$ cat config.mk
export PLATFORM = sky130hd
export DESIGN_NAME = beam_scan_sequencer
export DESIGN_NICKNAME = d
export VERILOG_FILES = /design/src/rtl/beam_scan_sequencer.sv
export SDC_FILE = /design/constraint.sdc
export NUM_CORES = 1
export LEC_CHECK = 0
export ABC_CLOCK_PERIOD_IN_PS = 2000
export CAP_MARGIN = 20
export CORE_MARGIN = 2
export CORE_UTILIZATION = 40
export CTS_CLUSTER_SIZE = 25
export DETAILED_ROUTE_END_ITERATION = 6
export DONT_BUFFER_PORTS = 1
export GPL_ROUTABILITY_DRIVEN = 0
export SLEW_MARGIN = 20
export SYNTH_ARGS = -nofsm -noshare
export SYNTH_HDL_FRONTEND = slang
export SYNTH_SLANG_ARGS = --single-unit
export TNS_END_PERCENT = 30
$ cat constraint.sdc
create_clock -name clk -period 2 [get_ports clk]
set_input_delay 0.2 -clock clk [delete_from_list [all_inputs] [get_ports clk]]
set_output_delay 0.2 -clock clk [all_outputs]
set_load 0.01 [all_outputs]
$ cat src/rtl/beam_scan_sequencer.sv
// -----------------------------------------------------------------------------
// beam_scan_sequencer
//
// Steps a speaker array through a sequence of beams. For every beam it writes
// one phase-shift register per speaker (phase of speaker k = k*step mod 16),
// holds the beam for a programmable dwell time, then advances the inter-speaker
// phase step by step_delta and loads the next beam. After the last beam it
// emits a single-cycle scan_done pulse and returns to idle.
//
// Ports
//   clk           640 kHz clock, all logic on the rising edge
//   rst           asynchronous, active-high reset
//   start         single-cycle pulse, begins a scan when idle
//   stop          level, aborts any scan and forces idle (wins over start)
//   step_init     phase increment between adjacent speakers for beam 0
//   step_delta    added (mod 16) to the increment after each beam
//   num_beams_m1  number of beams in the scan minus one
//   dwell         cycles each beam is held after loading (0 behaves as 1)
//   wr_en         register-file write strobe, high only while loading
//   wr_addr       register address of the write (holds when wr_en is low)
//   wr_data       phase value of the write (holds when wr_en is low)
//   busy          high whenever the sequencer is not idle
//   beam_index    index of the beam currently loaded or dwelling
//   scan_done     single-cycle pulse at scan completion
// -----------------------------------------------------------------------------
module beam_scan_sequencer #(
   parameter int          NUM_SPEAKERS = 37,
   parameter logic [5:0]  BASE_ADDR    = 6'h10,
   parameter int          DWELL_W      = 16
) (
   input  logic               clk,
   input  logic               rst,
   input  logic               start,
   input  logic               stop,
   input  logic [3:0]         step_init,
   input  logic [3:0]         step_delta,
   input  logic [3:0]         num_beams_m1,
   input  logic [DWELL_W-1:0] dwell,
   output logic               wr_en,
   output logic [5:0]         wr_addr,
   output logic [3:0]         wr_data,
   output logic               busy,
   output logic [3:0]         beam_index,
   output logic               scan_done
);

   typedef enum logic [2:0] {
      S_IDLE,
      S_LOAD,
      S_DWELL,
      S_NEXT,
      S_DONE
   } state_t;

   localparam logic [5:0] LAST_K = 6'(NUM_SPEAKERS - 1);

   state_t             r_state;
   logic [3:0]         r_step;        // current inter-speaker phase increment
   logic [3:0]         r_delta;       // latched step_delta
   logic [3:0]         r_nbm1;        // latched num_beams_m1
   logic [DWELL_W-1:0] r_dwell;       // latched dwell
   logic [DWELL_W-1:0] r_dwell_cnt;
   logic [5:0]         r_k;           // speaker currently presented on the write port
   logic [3:0]         r_acc;         // phase currently presented on the write port
   logic [3:0]         r_beam;
   logic               r_wr_en;
   logic [5:0]         r_wr_addr;
   logic [3:0]         r_wr_data;
   logic               r_busy;
   logic               r_scan_done;

   logic [3:0]         w_next_acc;
   logic [5:0]         w_next_k;
   logic [DWELL_W-1:0] w_dwell_load;
   logic               w_last_beam;

   assign w_next_acc   = r_acc + r_step;
   assign w_next_k     = r_k + 6'd1;
   assign w_dwell_load = (r_dwell == '0) ? DWELL_W'(1) : r_dwell;
   assign w_last_beam  = (r_beam == r_nbm1);

   // The write port registers are loaded one cycle ahead (on the edge that
   // enters or stays in LOAD) so that wr_en is high exactly during the LOAD
   // cycles while every output still comes straight from a flop.
   // NOTE: all state here is updated with non-blocking assignments so every
   // register samples the pre-edge values of its neighbours.
   always_ff @(posedge clk or posedge rst) begin
      if (rst) begin
         r_state     <= S_IDLE;
         r_step      <= '0;
         r_delta     <= '0;
         r_nbm1      <= '0;
         r_dwell     <= '0;
         r_dwell_cnt <= '0;
         r_k         <= '0;
         r_acc       <= '0;
         r_beam      <= '0;
         r_wr_en     <= 1'b0;
         r_wr_addr   <= '0;
         r_wr_data   <= '0;
         r_busy      <= 1'b0;
         r_scan_done <= 1'b0;
      end else if (stop) begin
         // Abort: partially written beam, beam index and write port are kept.
         r_state     <= S_IDLE;
         r_wr_en     <= 1'b0;
         r_busy      <= 1'b0;
         r_scan_done <= 1'b0;
      end else begin
         case (r_state)
            S_IDLE: begin
               r_scan_done <= 1'b0;
               if (start) begin
                  r_step    <= step_init;
                  r_delta   <= step_delta;
                  r_nbm1    <= num_beams_m1;
                  r_dwell   <= dwell;
                  r_beam    <= '0;
                  r_k       <= '0;
                  r_acc     <= '0;
                  r_wr_en   <= 1'b1;
                  r_wr_addr <= BASE_ADDR;
                  r_wr_data <= '0;
                  r_busy    <= 1'b1;
                  r_state   <= S_LOAD;
               end
            end
            S_LOAD: begin
               if (r_k == LAST_K) begin
                  r_wr_en     <= 1'b0;
                  r_dwell_cnt <= w_dwell_load;
                  r_state     <= S_DWELL;
               end else begin
                  r_k       <= w_next_k;
                  r_acc     <= w_next_acc;
                  r_wr_addr <= BASE_ADDR + w_next_k;
                  r_wr_data <= w_next_acc;
               end
            end
            S_DWELL: begin
               if (r_dwell_cnt <= DWELL_W'(1)) begin
                  r_state <= S_NEXT;
               end else begin
                  r_dwell_cnt <= r_dwell_cnt - DWELL_W'(1);
               end
            end
            S_NEXT: begin
               if (w_last_beam) begin
                  r_scan_done <= 1'b1;
                  r_state     <= S_DONE;
               end else begin
                  r_beam    <= r_beam + 4'd1;
                  r_step    <= r_step + r_delta;
                  r_k       <= '0;
                  r_acc     <= '0;
                  r_wr_en   <= 1'b1;
                  r_wr_addr <= BASE_ADDR;
                  r_wr_data <= '0;
                  r_state   <= S_LOAD;
               end
            end
            S_DONE: begin
               r_scan_done <= 1'b0;
               r_busy      <= 1'b0;
               r_state     <= S_IDLE;
            end
            default: begin
               r_wr_en     <= 1'b0;
               r_busy      <= 1'b0;
               r_scan_done <= 1'b0;
               r_state     <= S_IDLE;
            end
         endcase
      end
   end

   assign wr_en      = r_wr_en;
   assign wr_addr    = r_wr_addr;
   assign wr_data    = r_wr_data;
   assign busy       = r_busy;
   assign beam_index = r_beam;
   assign scan_done  = r_scan_done;

endmodule

==> summary.md, run 1 <==
| Metric | Value |
|---|---|
| Status | `finished clean` |
| CTS clock-pin slew for the worst setup and hold paths | `~0.08 ns` |
| Flops & latches, synth | `66` |
| Int Power | `between 2 and 3 mW` |
| H-tree depth | `3` |
| Worst Path Arrival | `approximately 2.1 ns` |
| Final Cycle Share | `between 90% and 100%` |
| Setup bufs post-CTS | `0` |
| Worst path max stage delay | `just under 0.5 ns` |
| Top-area cell type share of the netlist area | `a little under half` |
| DR vias/cell | `approximately 5.6` |
| Synthesized area per cell | `just over 10 um2` |
| Synth area leaders | `dfrtp_1 45%, mux2_2 7.4%, o21ai_0 4.1%` |
| Cell taking the most area after synthesis | `dfrtp_1` |
| Synth async-reset ratio | `100%` |
| CTS tree | `done` |
| ANT cells | `0` |
| GRT Total Usage | `around 18%` |
| Clock skew | `0.0114 ns` |
| Worst slew margin | `about 55%` |
| Crit-path max FO | `22` |
| Max-slew violation count | `0` |
| Post-Synthesis Cells | `between 300 and 400` |
| Synth-to-Final Area Change | `18.1%` |
| Die extent in y | `a little under 100 um` |
| Static Leakage | `1.90 nW` |
| CP most frequent cell | `o21ai_0` |
| DR pass1 iterations | `4` |
| Clock buffer depth | `2` |
| Switching power | `1.29 mW` |
| Routed wire length per instance | `around 16 um` |
| Vias in the first global route | `2878` |
| Filler cell count | `about 800` |
| Initial DRC count | `192` |
| Setup violations, final | `0` |
| Clock buffer count from CTS | `9` |
| Max_cap viols | `0` |
| Final wirelength | `8.25 mm` |
| Layout cell share with drive strength beyond 1 | `between 20% and 30%` |
| Startpoint Class | `register` |
| Initial core utilization | `around 41%` |
| Global-route wire length before repair | `approximately 14 mm` |
| GRT overflow | `0` |
| Yosys cell types | `slightly above 60` |
| Worst Setup SP | `r_state[1]` |
| Die width | `~99 um` |
| RSZ-0062 raised after global routing | `false` |
| Sequential power share | `between 40 and 50%` |
| Syn_nets | `approximately 410` |
| Clock Latency Late Sink | `0.35 ns` |
| Die area | `between 9000 and 10000 um2` |
| Clk network pwr share | `between 20% and 30%` |
| Total Nets Final | `between 400 and 500` |
| Sink Count | `66` |
| Synthesis Warnings | `0` |
| Reg-to-reg critical path startpoint | `r_state[1]` |
| Total power | `roughly 4 mW` |
| Cell Area, Synth | `3640 um2` |
| Worst path slowest cell | `dfrtp_1` |
| Worst endpoint required time | `around 2.2 ns` |
| Via count | `roughly 2900` |
| Final Hold Violating Endpoints | `0` |
| Core Util, Final | `between 40 and 50%` |
| CTS Root Cell | `clkbuf_8` |
| Setup TNS | `0 ns` |
| Comb pwr share | `between 20% and 30%` |
| Initial antenna violation count | `0` |
| Worst VDD drop | `between 0.4 and 0.5 mV` |
| Setup CP Type | `reg -> reg` |
| Tmin final | `between 1.5 and 2 ns` |
| Slew @ Worst Pin | `0.676 ns` |
| Port Buf Inserts | `0` |
| Switch share | `32.6%` |
| CP Capture Type | `register` |
| DP HPWL | `between 6 and 7 mm` |
| Post-synth EDFFs | `0` |
| Hold Crit Start | `dwell[5]` |
| Rows | `34` |
| Core area | `roughly 8800 um2` |
| Min-delay worst type | `in -> reg` |
| Sequential share of the synthesized area | `between 40 and 50%` |
| Num ports | `49` |
| Detail Route Antenna Nets | `0` |
| Highest clock rate | `between 0.5 and 0.6 GHz` |
| Pin count of the biggest net entering global routing | `33` |
| Synth Flop Type | `dfrtp_1` |
| Drc violations | `0` |
| Crit-path cells | `nor2b_1 -> nand2_1 -> o211a_4 -> o21ai_0 -> o21ai_0` |
| PD cells | `around 920 nW/um2` |
-- path summary, 6_finish.rpt --
| kind | endpoint | slack (ns) | cells after the start |
|---|---|---|---|
| hold / removal | r_dwell[5] | 0.02 | 1 |
| setup reg to reg | r_dwell_cnt[8] | 0.11 | 5 |
| max in group asynchronous | r_state[2] | 0.90 | 3 |
| min in group asynchronous | r_dwell[9] | 0.42 | 2 |
| hold reg to reg | r_dwell_cnt[13] | 0.51 | 1 |
| setup / recovery | r_dwell_cnt[8] | 0.11 | 5 |
-- worst max-delay path, delay by kind of cell (launching register included) --
kind / cells / cell delay [ns]
compound gates: 3 / 0.74
flops: 1 / 0.49
simple gates: 2 / 0.52
-- layout by cell type, fill, tap and decap left out, types with 7 or more instances in the layout --
cell type      count
a21oi_1           27
buf_4             27
clkbuf_8           9
dfrtp_1           66
dlygate4sd3_1     23
ha_1              11
inv_1             16
mux2_2            24
nand2_1           25
nand3_1           11
nor2_1            28
nor3_1             8
o21ai_0           30
xnor2_1            7
-- cells by family (layout without fill, tap and decap cells) --
family,after synthesis,after routing,share of synthesized area [%]
AO/OA/AOI/OAI,103,103,18.6
AND/OR/NAND/NOR,101,101,14.7
flip-flops,66,66,45.4
buffers and inverters,39,84,5.54
multiplexers,25,25,7.71
adder cells (fa/ha/maj),13,13,4.89
XOR/XNOR,13,13,3.13
-- metrics by stage --
step / hold WS, ns / cell area, um2 / setup slack (ns) / std cells
2_1_floorplan: 0.273 / 3640 / 0.145 / 360
3_3_place_gp: 0.228 / 3860 / 0.202 / 474
3_5_place_dp: 0.226 / 3860 / 0.188 / 474
4_1_cts: 0.000330 / 4280 / 0.171 / 513
5_1_grt: 0.00173 / 4290 / 0.00753 / 513
6_report: 0.0168 / 4290 / 0.109 / 513
-- power groups by stage --
| stage | clock network (mW) | registers [mW] | logic [mW] |
|---|---|---|---|
| after global routing | 1.19 | 1.90 | 1.12 |
| after CTS | 1.14 | 1.87 | 0.997 |
| after global placement | 0 | 1.88 | 0.921 |
| after floorplan | 0 | 1.79 | 0.778 |
| final | 1.11 | 1.87 | 0.981 |
| after detailed placement | 0 | 1.89 | 0.961 |
-- routing by layer --
layer | GRT usage (%) | part of all wire [%] | vias up
li1 | - | - | 1382
met1 | 22.9 | 44 | 1398
met2 | 29.2 | 49 | 63
met3 | 4.22 | 4.9 | 13
met4 | 7.06 | 2.0 | 0
met5 | 0 | 0 | -
-- cells in the mapped netlist, drive strengths merged, types with 2 or more instances --
master    n
o2bb2ai   2
buf      20
xnor2     7
o21ai    34
o22ai     5
a21boi    2
or4       2
nand3    11
clkbuf    2
a211oi    2
or3       2
nor3      9
nor3b     2
nor4      8
inv      17
nor2b     3
nand4     2
dfrtp    66
o211ai    4
a21oi    27
nor2     29
a41oi     2
fa        2
a22o      3
a21o      6
mux2     24
nand2    25
a31oi     3
ha       11
xor2      6
o31a      2
nor4b     2
-- repair_timing --
action | 4_1_cts | 5_1_grt
setup endpoints to repair | 0 | 4
hold buffers | 23 | 0
gates resized for setup | 0 | 2
endpoints found under the hold margin | 51 | 0
-- area by class of cell --
| type | count | area (um2) | share of cell area, % |
|---|---|---|---|
| flip-flops and latches | 66 | 1650 | 38.5 |
| clock inverters | 6 | 67.6 | 1.57 |
| repair buffers | 51 | 453 | 10.6 |
| well taps | 108 | 135 | 3.15 |
| clock buffers | 10 | 128 | 2.97 |
| multi-input cells | 255 | 1790 | 41.8 |
| inverters | 17 | 63.8 | 1.49 |
-- sequential cells by signal, summed over array words and instances (netlist names) --
name / flops
beam_index: 4
busy: 1
r_delta: 4
r_dwell: 16
r_dwell_cnt: 16
r_k: 6
r_nbm1: 4
r_state: 3
r_step: 4
scan_done: 1
wr_addr: 2
wr_data: 4
wr_en: 1
No activity file was read; power rests on OpenSTA's default activity.
==> run 2, diff against run 1 <==
ABC_CLOCK_PERIOD_IN_PS = 1700   (was 2000)
CORE_UTILIZATION = 57   (was 40)
PLACE_DENSITY = 0.75   (was unset)
clock period = 1.7 ns   (was 2 ns; I/O delays follow)
==> run 2 against run 1 <==
The run now ends with negative setup slack left. Global-route usage up 9.7 points. Routed wire length up 32%. Register-to-register slack worse by 0.25 ns. Final cell count is 2.3% higher. Non-clock buffer count rose by 40. Clock skew increased by 0.0024 ns. Sequential share of layout area decreased by 5.2 points. Final area is 16% higher. Via count up 17%. Maximum frequency grew 2.8%. Clock power rose by 35%. Flip-flop and latch count unchanged. Critical endpoint is now r_dwell_cnt[10].
==> summary.md, run 2 (synthesized netlist as in run 1, its figures left out) <==
| Metric | Value |
|---|---|
| DR vias/cell | `about 6.4` |
| Final Cycle Share | `108%` |
| Register area | `between 1500 and 2000 um2` |
| Total Nets Final | `488` |
| Reg-to-reg critical path startpoint | `r_k[0]` |
| Core area | `between 6000 and 7000 um2` |
| Setup CP Type | `reg -> reg` |
| Fin Hold WS | `between 0.015 and 0.02 ns` |
| Max_cap viols | `0` |
| Hold path endpoint | `r_step[0]` |
| DP HPWL | `6.03 mm` |
| DP Worst Slack | `-0.0515 ns` |
| DR WL met3 | `roughly 860 um` |
| Non-Filler Instances | `around 530` |
| Clock buffer depth | `2` |
| RSZ-0062 raised after global routing | `true` |
| Final Hold Violating Endpoints | `0` |
| Via count | `~3300` |
| Clock buffer count from CTS | `9` |
| Clock skew | `0.0138 ns` |
| PD cells | `1050 nW/um2` |
| Status | `complete, but fails checks` |
| Combined area of the multi-input logic cells | `approximately 2100 um2` |
| Num ports | `just under 50` |
| Largest registers | `r_dwell (16), r_dwell_cnt (16), r_k (6)` |
| Global-route wire length before repair | `between 15 and 20 mm` |
| Min-delay worst type | `in -> reg` |
| Port Buf Inserts | `0` |
| Sink Count | `66` |
| GRT overflow | `0` |
| Crit-path max FO | `5` |
| DR pass1 iterations | `6` |
| Most frequent cells in the layout | `61 x dfrtp_1, 52 x buf_4, 27 x dlygate4sd3_1, 24 x nor2_1, 24 x mux2_2` |
| Failing checks | `negative setup slack` |
| R2r setup slk | `-0.14 ns` |
| R2R depth | `8` |
| Worst Path Arrival | `a little over 2 ns` |
| Rows | `29` |
| CTS clock-pin slew for the worst setup and hold paths | `about 0.080 ns` |
| Reg-to-reg critical path endpoint | `r_dwell_cnt[10]` |
| Synth-to-Final Area Change | `37.2%` |
| Inst Count DP | `~470` |
| Max-slew violation count | `0` |
| Setup violations, final | `18` |
| Setup TNS | `-0.674 ns` |
| Commonest non-fill, non-tap cell in the layout | `dfrtp_1` |
| Met1 WL | `4.20 mm` |
| Slew @ Worst Pin | `about 0.55 ns` |
| Met2 Wirelength | `5.44 mm` |
| Core Util, Final | `between 70% and 80%` |
| Worst slew margin | `a little over three fifths` |
| Hold Crit Start | `step_init[0]` |
| Die area | `7030 um2` |
| Worst VDD drop | `~0.91 mV` |
| Clock Latency Late Sink | `about 0.35 ns` |
| Worst endpoint required time | `between 1.5 and 2 ns` |
| Static Leakage | `approximately 2.2 nW` |
| Vias in the first global route | `3118` |
| Highest clock rate | `0.544 GHz` |
| H-tree depth | `3` |
| Die width | `83.9 um` |
| Filler cell count | `around 340` |
| CTS tree | `done` |
| Placement Cell Area | `around 4000 um2` |
| Drc violations | `0` |
| Final wirelength | `~11 mm` |
| Detail Route Antenna Nets | `0` |
| Initial DRC count | `between 300 and 400` |
| Startpoint Class | `register` |
| Die extent in y | `roughly 84 um` |
| Total power | `about 5.2 mW` |
| Initial antenna violation count | `0` |
| ANT cells | `0` |
| Hold depth | `2` |
| Initial core utilization | `58.3%` |
| CTS Root Cell | `clkbuf_8` |
| GRT Total Usage | `between 20 and 30%` |
| Pin count of the biggest net entering global routing | `47` |
| Final Cell Area | `roughly 5000 um2` |
| Layout cell share with drive strength beyond 1 | `approximately two fifths` |
| CP Capture Type | `register` |
| Max layer used | `met4` |
| Tmin final | `about 1.8 ns` |
| Routed wire length per instance | `roughly 21 um` |
| Worst setup margin | `-0.139 ns` |
run 2: cell types whose count changed in the layout (fill, tap and decap cells not counted), sizes merged:
| cell | before | now |
|---|---|---|
| clkinv | 3 | 2 |
| inv | 17 | 18 |
| bufinv | 1 | 2 |
| o211a | 1 | 4 |
| clkbuf | 10 | 9 |
| dlygate4sd3 | 23 | 27 |
| buf | 28 | 64 |
run 2: worst max-delay path by stage:
| stage | to | startpoint |
|---|---|---|
| 2_1_floorplan | r_k[2] | r_k[0] |
| 3_3_place_gp | r_dwell_cnt[8] | r_dwell_cnt[0] |
| 3_5_place_dp | r_dwell_cnt[8] | r_dwell_cnt[0] |
| 4_1_cts | r_dwell_cnt[8] | r_dwell_cnt[1] |
| 5_1_grt | r_dwell_cnt[10] | r_k[0] |
| 6_report | r_dwell_cnt[10] | r_k[0] |
run 2: routing by layer:
layer	up-vias	GRT usage [%]
met5	-	0
li1	1473	-
met3	40	7.22
met2	180	44.2
met4	0	9.24
met1	1645	36.4
run 2: critical path, cell delays in order (launching register included):
cell,delay (ns)
dfrtp_1,0.38
inv_1,0.06
ha_1,0.14
and4bb_2,0.28
buf_6,0.15
nand3_4,0.12
o211a_4,0.20
o21ai_1,0.24
o21ai_2,0.12
run 2: final cells by class:
| type | instances | area share [%] |
|---|---|---|
| Sequential cell | 66 | 33.2 |
| Timing Repair Buffer | 91 | 16.3 |
| Clock buffer | 9 | 2.48 |
| Clock inverter | 7 | 1.98 |
| Inverter | 17 | 1.35 |
| Multi-Input combinational cell | 258 | 42.7 |
| Tap cell | 77 | 1.93 |
run 2: timing repair:
| action | in CTS | in global routing |
|---|---|---|
| hold buffers | 26 | 1 |
| setup buffers | 5 | 7 |
| setup endpoints to repair | 21 | 39 |
| resized for setup | 18 | 80 |
| gates cloned | 2 | 1 |
| endpoints found under the hold margin | 46 | 1 |
| pin swaps | 9 | 21 |
run 2: where the power goes:
part / total [mW] / switching, mW / internal [mW]
clock network: 1.50 / 0.663 / 0.835
logic: 1.50 / 0.755 / 0.748
registers: 2.23 / 0.358 / 1.87
total: 5.23 / 1.78 / 3.45
